$ cat config.mk
export PLATFORM = sky130hd
export DESIGN_NAME = ac_port_driver
export DESIGN_NICKNAME = d
export VERILOG_FILES = /design/src/rtl/ac_port_driver.sv
export SDC_FILE = /design/constraint.sdc
export NUM_CORES = 1
export LEC_CHECK = 0
export BUFFER_PORTS_ARGS = -buffer_cell sky130_fd_sc_hd__buf_2
export CAP_MARGIN = 15
export CELL_PAD_IN_SITES_DETAIL_PLACEMENT = 0
export CELL_PAD_IN_SITES_GLOBAL_PLACEMENT = 1
export CORE_ASPECT_RATIO = 0.8
export CORE_MARGIN = 10
export CORE_UTILIZATION = 35
export CTS_CLUSTER_DIAMETER = 80
export CTS_CLUSTER_SIZE = 12
export DETAILED_ROUTE_END_ITERATION = 12
export GPL_TIMING_DRIVEN = 0
export PLACE_DENSITY = 0.87
export SKIP_CTS_REPAIR_TIMING = 1
export SKIP_LAST_GASP = 1
export SLEW_MARGIN = 20
export SYNTH_ARGS = -nofsm -noshare
export SYNTH_HDL_FRONTEND = slang
export SYNTH_SLANG_ARGS = --single-unit
export TNS_END_PERCENT = 50
$ cat constraint.sdc
create_clock -name clk -period 2 [get_ports clk]
set_input_delay 0.2 -clock clk [delete_from_list [all_inputs] [get_ports clk]]
set_output_delay 0.2 -clock clk [all_outputs]
set_load 0.02 [all_outputs]
$ cat src/rtl/ac_port_driver.sv
// Command-port driver for an accumulator: turns WRITE/CLEAR/READ commands into
// single-cycle strobes or a timed read, and returns read data on a response handshake.
module ac_port_driver #(
  parameter int READ_LAT = 1
) (
  input  logic       clk,
  input  logic       rst,
  input  logic       cmd_valid,
  output logic       cmd_ready,
  input  logic [1:0] cmd_op,
  input  logic [9:0] cmd_data,
  output logic [9:0] ac_in1,
  output logic       ac_we,
  output logic       ac_re,
  output logic       ac_clear,
  input  logic [9:0] ac_out1,
  output logic       rsp_valid,
  output logic [9:0] rsp_data,
  input  logic       rsp_ready,
  output logic       busy
);

  typedef enum logic [2:0] {
    IDLE = 3'd0,
    WR   = 3'd1,
    CLR  = 3'd2,
    RD   = 3'd3,
    RESP = 3'd4
  } state_t;

  localparam logic [1:0] OP_NOP   = 2'b00;
  localparam logic [1:0] OP_WRITE = 2'b01;
  localparam logic [1:0] OP_READ  = 2'b10;
  localparam logic [1:0] OP_CLEAR = 2'b11;
  // Counter is loaded with READ_LAT-1 so RD lasts exactly READ_LAT cycles.
  localparam logic [1:0] LAT_M1   = 2'(READ_LAT - 1);

  state_t     state_q, state_d;
  logic [1:0] cnt_q, cnt_d;
  logic [9:0] ac_in1_q, ac_in1_d;
  logic [9:0] rsp_data_q, rsp_data_d;
  logic       accept;

  assign accept = cmd_valid && (state_q == IDLE) && !rst;

  always_ff @(posedge clk or posedge rst) begin
    if (rst) begin
      state_q <= IDLE;
    end else begin
      state_q <= state_d;
    end
  end

  always_comb begin
    state_d = state_q;
    case (state_q)
      IDLE: begin
        if (accept) begin
          case (cmd_op)
            OP_WRITE: state_d = WR;
            OP_READ:  state_d = RD;
            OP_CLEAR: state_d = CLR;
            OP_NOP:   state_d = IDLE;
            default:  state_d = IDLE;
          endcase
        end
      end
      WR:      state_d = IDLE;
      CLR:     state_d = IDLE;
      RD:      if (cnt_q == 2'd0) state_d = RESP;
      RESP:    if (rsp_ready) state_d = IDLE;
      default: state_d = IDLE;
    endcase
  end

  always_comb begin
    ac_in1_d   = ac_in1_q;
    cnt_d      = cnt_q;
    rsp_data_d = rsp_data_q;
    if (accept && cmd_op == OP_WRITE) ac_in1_d = cmd_data;
    if (accept && cmd_op == OP_READ)  cnt_d    = LAT_M1;
    if (state_q == RD) begin
      if (cnt_q == 2'd0) begin
        rsp_data_d = ac_out1;
      end else begin
        cnt_d = cnt_q - 2'd1;
      end
    end
  end

  always_ff @(posedge clk or posedge rst) begin
    if (rst) begin
      cnt_q      <= 2'd0;
      ac_in1_q   <= 10'd0;
      rsp_data_q <= 10'd0;
    end else begin
      cnt_q      <= cnt_d;
      ac_in1_q   <= ac_in1_d;
      rsp_data_q <= rsp_data_d;
    end
  end

  // Strobes decode straight from state so an async reset drops them at once.
  always_comb begin
    cmd_ready = (state_q == IDLE) && !rst;
    ac_we     = (state_q == WR);
    ac_clear  = (state_q == CLR);
    ac_re     = (state_q == RD);
    rsp_valid = (state_q == RESP);
    busy      = (state_q != IDLE);
    ac_in1    = ac_in1_q;
    rsp_data  = rsp_data_q;
  end

endmodule

==> impl_results.md <==
- Number of DRC markers in iteration 0: 9
- Remaining Overflow, GRT: 0
- Startpoint types: register
- CP arrival: 1.90 ns
- Post-DP HPWL: around 2.2 mm
- DIE AREA: 0.005861 sq mm
- Maximum clock insertion buffer count: 2
- Synth Warn #: 0
- Top-count cell post-synth: dfrtp_1
- Clk pin slew, worst setup/hold paths: about 0.080 ns
- Post-layout util: 0.4788
- Die Wd: 83.14 um
- Asr flop ratio synth: 1.000
- # IOs: 52
- GPL Wtd Cong: 0.7119
- ANT cells: 0
- Fin. Hold Viols: 0
- Cell variety after synth: 19
- PD cells: 917.0 mW/mm^2
- Max-cap viol count: 0
- Syn nets: approximately 110
- Vias in the first global route: 945
- Initial antenna violation count: 0
- Syn Area/Cell: between 10 and 15 sq um
- Max transition margin: 0.3682
- DP Worst Slack: 0.2483 ns
- Setup crit end: ac_in1[7]
- Global-route usage over all layers: 0.09167
- Maximum vdd drop: 408.1 uV
- Worst path depth: 4
- Max-slew violations: 0
- Leakage power total: ~0.83 nW
- Register area share after synthesis: 0.5605
- CTS Buf Count: 3
- Die H: roughly 71 um
- Synth top cells by count: dfrtp_1 (25), mux2_2 (11), mux2_4 (9)
- Hold Path Class: primary input to register
- Nets: 161
- Post-synth top flop: dfrtp_1
- Largest net degree at the start of global routing: 26
- Crit. Startpoint: state_q[2]
- Post-synth EDFFs: 0
- Clk root buf: clkbuf_8
- Routed len/inst: 15.69 um
- CP top delay family: simple AND/OR/NAND/NOR gates
- Rows: 18
- Fin Setup TNS: 0 ns
- DRT Wirelength: about 2.7 mm
- CP Cell Sequence: nor4_2 > and3_1 > buf_6 > mux2_2
- TritonCTS clock tree: done
- Antenna violation net count after detailed routing: 0
- First-pass GRT wire length: 4.554 mm
- RR Endpoint: ac_in1[7]
- Largest cells by area after synthesis: dfrtp_1 (56%), mux2_4 (12%), mux2_2 (11%), ha_1 (4.5%), buf_6 (2.0%)
- Register bit total from synthesis: 25
- Final worst-path cycle share: 0.8765
- Clk sinks: 25
- Final setup vio count: 0
- Synth Instances: between 70 and 80
- Run status: finished, final reports clean
- Filler Cells Inserted: about 310
- Highest-delay cell along the critical path: dfrtp_1
- Top-area cell type share of the netlist area: 0.5605
- Area Growth Syn to Fin: 31.39%
- Synth area leader: dfrtp_1
- Achievable frequency: 570.4 MHz
- Final WS setup: ~0.25 ns
- DRC viols: 0
- Share of cells above drive strength 1: 0.6154
- Unrepaired setup endpoints after global routing: no
- Mapped Area: 0.001116 sq mm
- Critical Path Max Stage Delay: about 0.46 ns
- Crit path kind: register to register
- Core footprint: 0.003063 sq mm
- Initial core utilization: 0.3644
- Layout Skew: 0.001456 ns
- IO Port Bufs: 51
- Detailed Routing Iterations Pass 1: 2
- Worst reg2reg setup slack: 0.25 ns
- Total number of vias: between 700 and 800
- Worst slew pin tran: 0.9467 ns
- H-tree Lvls: 1
- Crit path time final: between 1.5 and 2 ns
- WP buf/inv: 1
- Via/cell ratio: roughly 4.6
- Setup crit end kind: register
- Worst reg2reg path depth: 4
- Worst EP required: approximately 2.2 ns
- Worst-skew pair later-pin latency: 0.26 ns
- CP Max Fanout: 10
- Worst flop-to-flop path startpoint: state_q[2]
-- how the worst min path moves through the flow --
stage                    from    endpoint  slack, ns  depth (start not counted)
floorplan                 rst   ac_in1[0]       0.23                          1
global placement    rsp_ready  state_q[2]       0.39                          2
detailed placement  rsp_ready  state_q[2]       0.41                          2
CTS                 rsp_ready  state_q[2]       0.11                          2
global route        rsp_ready  state_q[2]       0.11                          2
finish              rsp_ready  state_q[2]       0.12                          2
-- placed cells by master (no fill, tap or decap), drive strengths merged --
cell	n
nand2	2
o211a	1
buf	53
o31ai	1
or3	2
nand3b	1
a31o	1
clkbuf	4
nor4	1
dfrtp	25
nor2	2
nor3b	3
mux2	20
nand3	1
and3	1
ha	4
o21ai	3
inv	5
-- cell families (layout without fill, tap and decap cells) --
group                      Yosys count  after routing  synth area share
adders and majority gates            4              4           0.04484
buffers and inverters                7             62           0.03700
muxes                               20             20            0.2321
DFF                                 25             25            0.5605
and+or+nand+nor                     13             13           0.08857
AOI/OAI and AO/OA                    6              6           0.03700
-- final cells by class --
type	instances	area, sq um	share of cell area
Sequential cell	25	625.6	0.4266
Buffer	2	22.52	0.01536
Inverter	5	18.77	0.01280
Multi-Input combinational cell	43	449.2	0.3063
Timing Repair Buffer	51	255.2	0.1741
Tap cell	40	50.05	0.03413
Clock buffer	4	45.04	0.03072
-- power by group --
part	internal [mW]	switching, mW	leakage (nW)
Clock	0.142	0.145	0.0228
Sequential	0.600	0.0484	0.306
Combinational	0.182	0.226	0.504
Total	0.924	0.420	0.833
-- routing by layer --
layer | wire length (um) | vias to the layer above | GRT usage
li1 | - | 370 | -
met1 | 1020 | 386 | 0.09225
met2 | 1404 | 27 | 0.1712
met3 | 213 | 4 | 0.03476
met4 | 29 | 0 | 0.02830
met5 | 0 | - | 0
-- worst register-to-register path, stage by stage (launching register included) --
cell     delay, ns
dfrtp_1       0.46
nor4_2        0.44
and3_1        0.24
buf_6         0.15
mux2_2        0.35
-- registers in the layout, summed over array words and instances (netlist names) --
signal	flops
ac_in1	10
cnt_q	2
rsp_data	10
state_q	3
-- per-stage QoR --
| step | hold WS, ns | cells | area (sq um) | total power, mW |
|---|---|---|---|---|
| after floorplan | 0.2273 | 75 | 1116 | 0.9123 |
| after global placement | 0.3928 | 166 | 1421 | 1.060 |
| after detailed placement | 0.4082 | 166 | 1421 | 1.077 |
| after CTS | 0.1136 | 170 | 1466 | 1.369 |
| after global routing | 0.1147 | 170 | 1466 | 1.432 |
| final | 0.1182 | 170 | 1466 | 1.345 |
No activity file was read; power rests on OpenSTA's default activity.
